File: src/rtl/mem_wb_stage.sv
// mem_wb_stage: EX/MEM register, wait-stated word-addressed data memory and MEM/WB register.
// Stalls upstream while an access is waiting; forwarding taps come straight off EX/MEM.
module mem_wb_stage #(
    parameter int DADDR_W = 6,
    parameter int LATENCY = 1
) (
    input  logic        clk,
    input  logic        rst,
    input  logic        ex_wreg,
    input  logic        ex_m2reg,
    input  logic        ex_wmem,
    input  logic [31:0] ex_aluR,
    input  logic [31:0] ex_inB,
    input  logic [4:0]  ex_destR,
    input  logic [3:0]  EXE_ins_type,
    input  logic [3:0]  EXE_ins_number,
    output logic        mem_stall,
    output logic        mem_wreg,
    output logic [4:0]  mem_destR,
    output logic [31:0] mem_aluR,
    output logic [3:0]  MEM_ins_type,
    output logic [3:0]  MEM_ins_number,
    output logic        wb_wreg,
    output logic [4:0]  wb_destR,
    output logic [31:0] wb_data,
    output logic [3:0]  WB_ins_type,
    output logic [3:0]  WB_ins_number
);
    localparam logic [2:0] LAT = 3'(LATENCY);

    logic        m_wreg_q, m_m2reg_q, m_wmem_q;
    logic [31:0] m_aluR_q, m_inB_q;
    logic [4:0]  m_destR_q;
    logic [3:0]  m_type_q, m_num_q;
    logic [2:0]  cnt_q;
    logic        wb_wreg_q, wb_wreg_d;
    logic [4:0]  wb_destR_q, wb_destR_d;
    logic [31:0] wb_data_q, wb_data_d;
    logic [3:0]  wb_type_q, wb_type_d, wb_num_q, wb_num_d;
    logic [31:0] mem_q [2**DADDR_W];
    logic [DADDR_W-1:0] idx;
    logic        acc;

    assign idx       = m_aluR_q[DADDR_W+1:2];
    assign acc       = m_wmem_q | m_m2reg_q;
    assign mem_stall = acc && (cnt_q != LAT);

    // a stalled MEM stage hands WB a bubble each wait cycle
    always_comb begin
        wb_wreg_d  = !mem_stall && m_wreg_q;
        wb_destR_d = mem_stall ? 5'd0 : m_destR_q;
        wb_data_d  = mem_stall ? 32'd0 : (m_m2reg_q ? mem_q[idx] : m_aluR_q);
        wb_type_d  = mem_stall ? 4'd0 : m_type_q;
        wb_num_d   = mem_stall ? 4'd0 : m_num_q;
    end

    always_ff @(posedge clk) begin
        if (!rst) begin
            m_wreg_q   <= 1'b0;
            m_m2reg_q  <= 1'b0;
            m_wmem_q   <= 1'b0;
            m_aluR_q   <= '0;
            m_inB_q    <= '0;
            m_destR_q  <= '0;
            m_type_q   <= '0;
            m_num_q    <= '0;
            cnt_q      <= '0;
            wb_wreg_q  <= 1'b0;
            wb_destR_q <= '0;
            wb_data_q  <= '0;
            wb_type_q  <= '0;
            wb_num_q   <= '0;
        end else begin
            if (!mem_stall) begin
                m_wreg_q  <= ex_wreg;
                m_m2reg_q <= ex_m2reg;
                m_wmem_q  <= ex_wmem;
                m_aluR_q  <= ex_aluR;
                m_inB_q   <= ex_inB;
                m_destR_q <= ex_destR;
                m_type_q  <= EXE_ins_type;
                m_num_q   <= EXE_ins_number;
            end
            cnt_q      <= mem_stall ? cnt_q + 3'd1 : 3'd0;
            wb_wreg_q  <= wb_wreg_d;
            wb_destR_q <= wb_destR_d;
            wb_data_q  <= wb_data_d;
            wb_type_q  <= wb_type_d;
            wb_num_q   <= wb_num_d;
        end
    end

    // store lands only on the completing edge; a reset edge drops it
    always_ff @(posedge clk) begin
        if (rst && acc && !mem_stall && m_wmem_q)
            mem_q[idx] <= m_inB_q;
    end

    assign mem_wreg       = m_wreg_q;
    assign mem_destR      = m_destR_q;
    assign mem_aluR       = m_aluR_q;
    assign MEM_ins_type   = m_type_q;
    assign MEM_ins_number = m_num_q;
    assign wb_wreg        = wb_wreg_q;
    assign wb_destR       = wb_destR_q;
    assign wb_data        = wb_data_q;
    assign WB_ins_type    = wb_type_q;
    assign WB_ins_number  = wb_num_q;
endmodule

File: config.mk
export PLATFORM = sky130hd
export DESIGN_NAME = mem_wb_stage
export DESIGN_NICKNAME = d
export VERILOG_FILES = /design/src/rtl/mem_wb_stage.sv
export SDC_FILE = /design/constraint.sdc
export NUM_CORES = 2
export LEC_CHECK = 0
export CAP_MARGIN = 0
export CORE_MARGIN = 5
export CORE_UTILIZATION = 41
export CTS_BUF_LIST = sky130_fd_sc_hd__clkbuf_8
export DETAILED_ROUTE_END_ITERATION = 12
export HOLD_SLACK_MARGIN = 0.06
export SYNTH_ARGS = -nofsm -noshare
export SYNTH_HDL_FRONTEND = slang
export SYNTH_SLANG_ARGS = --single-unit
File: constraint.sdc
create_clock -name clk -period 4.68 [get_ports clk]
set_input_delay 1.17 -clock clk [delete_from_list [all_inputs] [get_ports clk]]
set_output_delay 1.17 -clock clk [all_outputs]
set_load 0.01 [all_outputs]
## Word level (Yosys, flattened, before mapping)

Memories as Yosys holds them, arrays and structs flattened. A register that Yosys moved wholly into a read port is not among the register bits.
Cells that the tools add are included.

- Equality and inequality tests: 1
- Multiplexer cells: 5
- Add/subtract/negate cells: 1
- Reduce and logical (&&, ||, !) cells: 8
- Bitwise operators: 2

Operator list:

| operator | number |
|---|---|
| two-way mux 32 bit | 1 |
| two-way mux 6 bit | 2 |
| logical AND 1 bit | 5 |
| adder 3 x 1 -> 3 bit (second input constant) | 1 |
| inequality test 3 x 1 -> 1 bit (second input constant) | 1 |
| two-way mux 1 bit | 2 |
| AND reduction 2 bit | 1 |
| OR reduction 2 bit | 1 |
| logical NOT 1 bit | 1 |
| inverter 1 bit | 1 |
| OR 1 bit | 1 |

- Memory bits (writable): 2048
- Memories kept: 1
- Input bits: 82
- Logic and storage cells: 32
- Output and inout port bits: 93
- Flip-flop bits (word level): 129

Memories:

| name | depth | width | rd ports | clocked after memory_dff | write ports | line | source |
|---|---|---|---|---|---|---|---|
| mem_q | 64 | 32 | 1 | 1 | 1 | 40 | `logic [31:0] mem_q [2**DADDR_W];` |

## Longest topological paths before layout

- Depth after elaboration: 7
- Mapped depth: 12
- Gate-level depth less buffers: 8

## Worst setup path after synthesis

Ideal clock, no wire load.

- Path kind: in2reg
- Start point: input rst
- End point: memory mem_q[60][0], enable pin
- Required time: 4.259 ns
- Path slack: 0.849 ns
- Arrival time: 3.409 ns
- Buffers on the path: 1
- Setup time: 0.421 ns
- Stages: 5
- Cells stage by stage: and2_1 clkbuf_1 nor2b_1 nand3_1 nor2_1

- Word-level cells in the longest chain between the ends: 5

RTL lines:

| what | line | source |
|---|---|---|
| start: declaration | 8 | `input logic rst,` |
| logical AND 1 bit (3 in a row) | 95 | `if (rst && acc && !mem_stall && m_wmem_q)` |
| two-way mux 1 bit | 95 |  |
| two-way mux 1 bit (not written as such) | 96 | `mem_q[idx] <= m_inB_q;` |
| end: declaration | 40 |  |

No other way between the ends.

## Final worst setup path

- Start point: register m_m2reg_q
- End point: output mem_stall

- Word-level cells in the longest chain between the ends: 2

RTL lines:

| what | line | source |
|---|---|---|
| start: declaration | 31 | `logic m_wreg_q, m_m2reg_q, m_wmem_q;` |
| start signal: assignment | 76 | `m_m2reg_q <= ex_m2reg;` |
| OR 1 bit | 45 | `assign acc = m_wmem_q \| m_m2reg_q;` |
| logical AND 1 bit | 46 | `assign mem_stall = acc && (cnt_q != LAT);` |
| end: declaration | 17 | `output logic mem_stall,` |

No other way between the ends.

==> out/metrics.csv <==
stage,metric,value,unit
critical_path,crit_buf_inv,3,
worst_hold_path,hold_depth,1,
pwr,swShare,24.5,%
synth,synth_area_per_cell,20.3,sq um
synth,ys_seq_elements,2183,
timing,min_period,4.04,ns
timing,fin_skew,0.104,ns
clock_tree,cts.sinks,2183,
critical_path,critPathKind,reg2out,
synth,synthesis.area,83200,sq um
critical_path,r2r-end,wb_data[24]$_SDFF_PP0_,
floorplanning,die_x,460,um
timing,worstMarginPinSlew,1.27,ns
timing,fmax,247,MHz
critical_path,cp.depth,4,
global_route,grt_use_total,21.7,%
synth,yosysWarnings,0,
critical_path,cp_data_arrival_time,2.87,ns
synth,synth-main-ff-cell,edfxtp_1,
synth,synth_cell_types,58,
timing,tns,0,ns
clock_tree,hold_buffers,0,
outcome,status,completed,
clock_tree,cts_resized,0,
clock_tree,cts_htree_levels,5,
worst_hold_path,hp-class,reg2reg,
global_route,grt-ovfl-total,0,
floorplanning,start_util,41.2,%
floorplanning,coreArea,202000,sq um
clock_tree,clk_pin_slew_worst_paths,0.06,ns
worst_hold_path,min_from,cnt_q[0]$_SDFF_PN0_,
critical_path,cp.required,3.51,ns
clock_tree,insertion_delay,1.07,ns
critical_path,cp_max_fo,40,
placement,portBuffers,174,
clock_tree,postCtsSetupRepairBufs,0,
floorplanning,die_area,212000,sq um
cells_and_area,syn_to_final_growth,15.9,%
critical_path,startpoint_type,flip-flop,
critical_path,crit_path_end_kind,output pin,
pwr,p_int,0.0314,W
global_route,grt_pass1_vias,43954,
detailed_routing,drtIter0Drc,4832,
placement,gp_congestion,0.795,
detailed_routing,vias,43554,
detailed_routing,ant_nets,0,
critical_path,critPathTopFamily,buffers and inverters,
global_route,antenna_found_initial,15,
cells_and_area,fin_nets,4687,
floorplanning,num_io_pins,175,
pwr,max-vdd-ir-drop,326,uV
run,maxCapViolations,0,
timing,finalHoldViolations,0,
detailed_routing,via_per_inst,5.76,
pwr,clkPwrFrac,37.8,%
timing,drv_slew,0,
synth,synth_async_sr_flop_share,0,%
worst_hold_path,hold_path_end,cnt_q[0]$_SDFF_PN0_,
pwr,p_sw,0.0102,W
synth,synthTopCellsByArea,"edfxtp_1 74%, mux4_2 11%, mux2i_1 3.3%",
timing,setup_viol,0,
synth,synth_area_leader_cell,edfxtp_1,
clock_tree,numCtsBuffers,366,
global_route,grt_pass1_wl,328000,um
clock_tree,cts_root_buffer,clkbuf_8,
detailed_routing,dr.pass1.iters,5,
floorplanning,rows,165,
cells_and_area,fin_util,47.7,%
synth,synth_edf_count,2048,
clock_tree,cts_buffer_depth,4,
detailed_routing,drcViolationCount,0,
synth,postSynthNetCount,4184,
detailed_routing,wl,232000,um
critical_path,ff2ff_path_depth,7,
synth,synth_top_area_share,74.0,%
timing,rsz0062_at_grt,false,
detailed_routing,wire_per_inst,30.6,um
floorplanning,die_h,460,um
cells_and_area,drive_gt1_share,24.4,%
placement,hpwlAfterDp,134000,um
clock_tree,cts_tree,yes,
critical_path,crit_path_start,m_m2reg_q$_SDFFE_PN0N_,
pwr,leakage,30.9,nW
synth,synthCells,4100,
critical_path,path_cells,o22ai_4 > buf_4 > inv_4 > clkdlybuf4s50_1,
timing,period_share,86.4,%
global_route,grt_max_degree,78,
pwr,p_per_area,431,nW/um^2
critical_path,crit_slowest_cell,dfxtp_4,
critical_path,reg2reg_slack,0.73,ns
timing,slew-limit-headroom,15.4,%
synth,ys_seq_area_share,77.2,%
pwr,p_total,0.0416,W
pwr,seq_power_share,53.0,%
critical_path,critPathMaxStageDelay,0.72,ns
pwr,power_frac_comb,9.3,%
==> kinds of logic after synthesis <==
kind of cell             count (synthesis)  share of synthesized area (%)
adder cells (fa/ha/maj)                  2                         0.0301
buffers and inverters                  251                           1.58
multiplexers                           691                           14.5
XOR/XNOR                                 1                         0.0105
AO/OA/AOI/OAI                          519                           4.38
AND/OR/NAND/NOR                        453                           2.33
flip-flops                            2183                           77.2
==> worst reg2reg max path, delay by kind of cell, from the launching register on <==
family	cells	cell delay, ns
buffers and inverters	1	0.71
muxes	1	0.48
DFF	1	0.74
and+or+nand+nor	2	0.62
AOI/OAI and AO/OA	3	1.18
==> power by group through the flow <==
stage          registers [W]  logic (W)  clock network (W)
2_1_floorplan         0.0225    0.00203                  0
3_3_place_gp          0.0224    0.00381                  0
3_5_place_dp          0.0224    0.00386                  0
4_1_cts               0.0220    0.00387             0.0160
5_1_grt               0.0220    0.00406             0.0170
6_report              0.0220    0.00385             0.0157
==> synth_stat cells, drive strengths merged (25+ instances only) <==
cell and n:
edfxtp 2048, mux4 408, mux2i 276, nand2 249, dfxtp 135, clkbuf 131, buf 114, nor2 91
o21ai 83, a21oi 82, a21boi 80, o221ai 78, o22ai 52, nor3 26, a221oi 25
==> placed cells by master (no fill, tap or decap), types with 6 or more instances in the layout <==
cell type	synthesis	layout
edfxtp_1	2048	2048
clkbuf_8	0	411
mux4_2	408	408
mux2i_1	276	276
nand2_1	249	247
clkdlybuf4s50_1	0	173
buf_4	39	166
inv_1	4	145
dfxtp_1	135	98
a21oi_1	82	82
o21ai_0	82	81
a21boi_0	80	80
o221ai_1	78	78
nor2_4	0	64
clkinv_1	1	53
o22ai_1	52	51
buf_12	0	41
dfxtp_2	0	32
clkinv_2	0	28
nor2_1	91	26
nor3_1	26	26
a221oi_1	25	25
a22o_1	23	23
nand3_1	20	20
and3_1	17	17
a211oi_1	16	16
a31oi_1	11	11
nor2b_1	12	10
and2_0	9	9
o32ai_1	9	9
a22oi_1	8	8
o2bb2ai_1	7	7
mux2_2	7	7
nor4_1	6	6
==> through the flow <==
step           instance area [sq um]  hold WS [ns]  setup WS (ns)  cells
3_5_place_dp                   89600         0.458          0.994   6907
3_3_place_gp                   89600         0.436          0.374   6906
4_1_cts                        96300         0.471          0.526   7553
5_1_grt                        96300         0.483          0.501   7556
2_1_floorplan                  83200         0.421          0.849   4100
6_report                       96300         0.468          0.637   7558
==> how the worst max path moves through the flow <==
stage	to	slack (ns)
6_report	mem_stall	0.64
5_1_grt	mem_stall	0.50
4_1_cts	mem_stall	0.53
3_5_place_dp	wb_data[24]$_SDFF_PP0_	0.99
3_3_place_gp	wb_data[20]$_SDFF_PP0_	0.37
2_1_floorplan	mem_q[60][0]$_DFFE_PP_	0.85
==> layer usage <==
layer | vias to the layer above | routed length (um) | GRT usage [%]
met5 | - | 13 | 0
met4 | 2 | 7550 | 7.40
met3 | 324 | 20100 | 4.57
met2 | 2046 | 111000 | 34.4
met1 | 23183 | 93100 | 30.0
li1 | 17999 | - | -
==> flip-flops by register name (all words and copies together) (netlist names), named ones only <==
register and count:
m_wmem_q 1, wb_data 32, MEM_ins_number 4, m_m2reg_q 1, mem_destR 5, wb_destR 5
mem_q 2048, m_inB_q 32, cnt_q 3, mem_aluR 32, WB_ins_type 4, WB_ins_number 4
MEM_ins_type 4, mem_wreg 1, wb_wreg 1
==> layout make-up <==
cell class / instances / area (sq um)
fillers: 16795 / 106000
multi-input cells: 1666 / 18200
inverters: 6 / 32.5
diodes: 5 / 12.5
clock buffers: 411 / 5660
flip-flops and latches: 2183 / 64300
clock inverters: 235 / 1070
repair buffers: 380 / 3800
well taps: 2672 / 3340
Note: power is estimated with default switching activity, not from simulation.
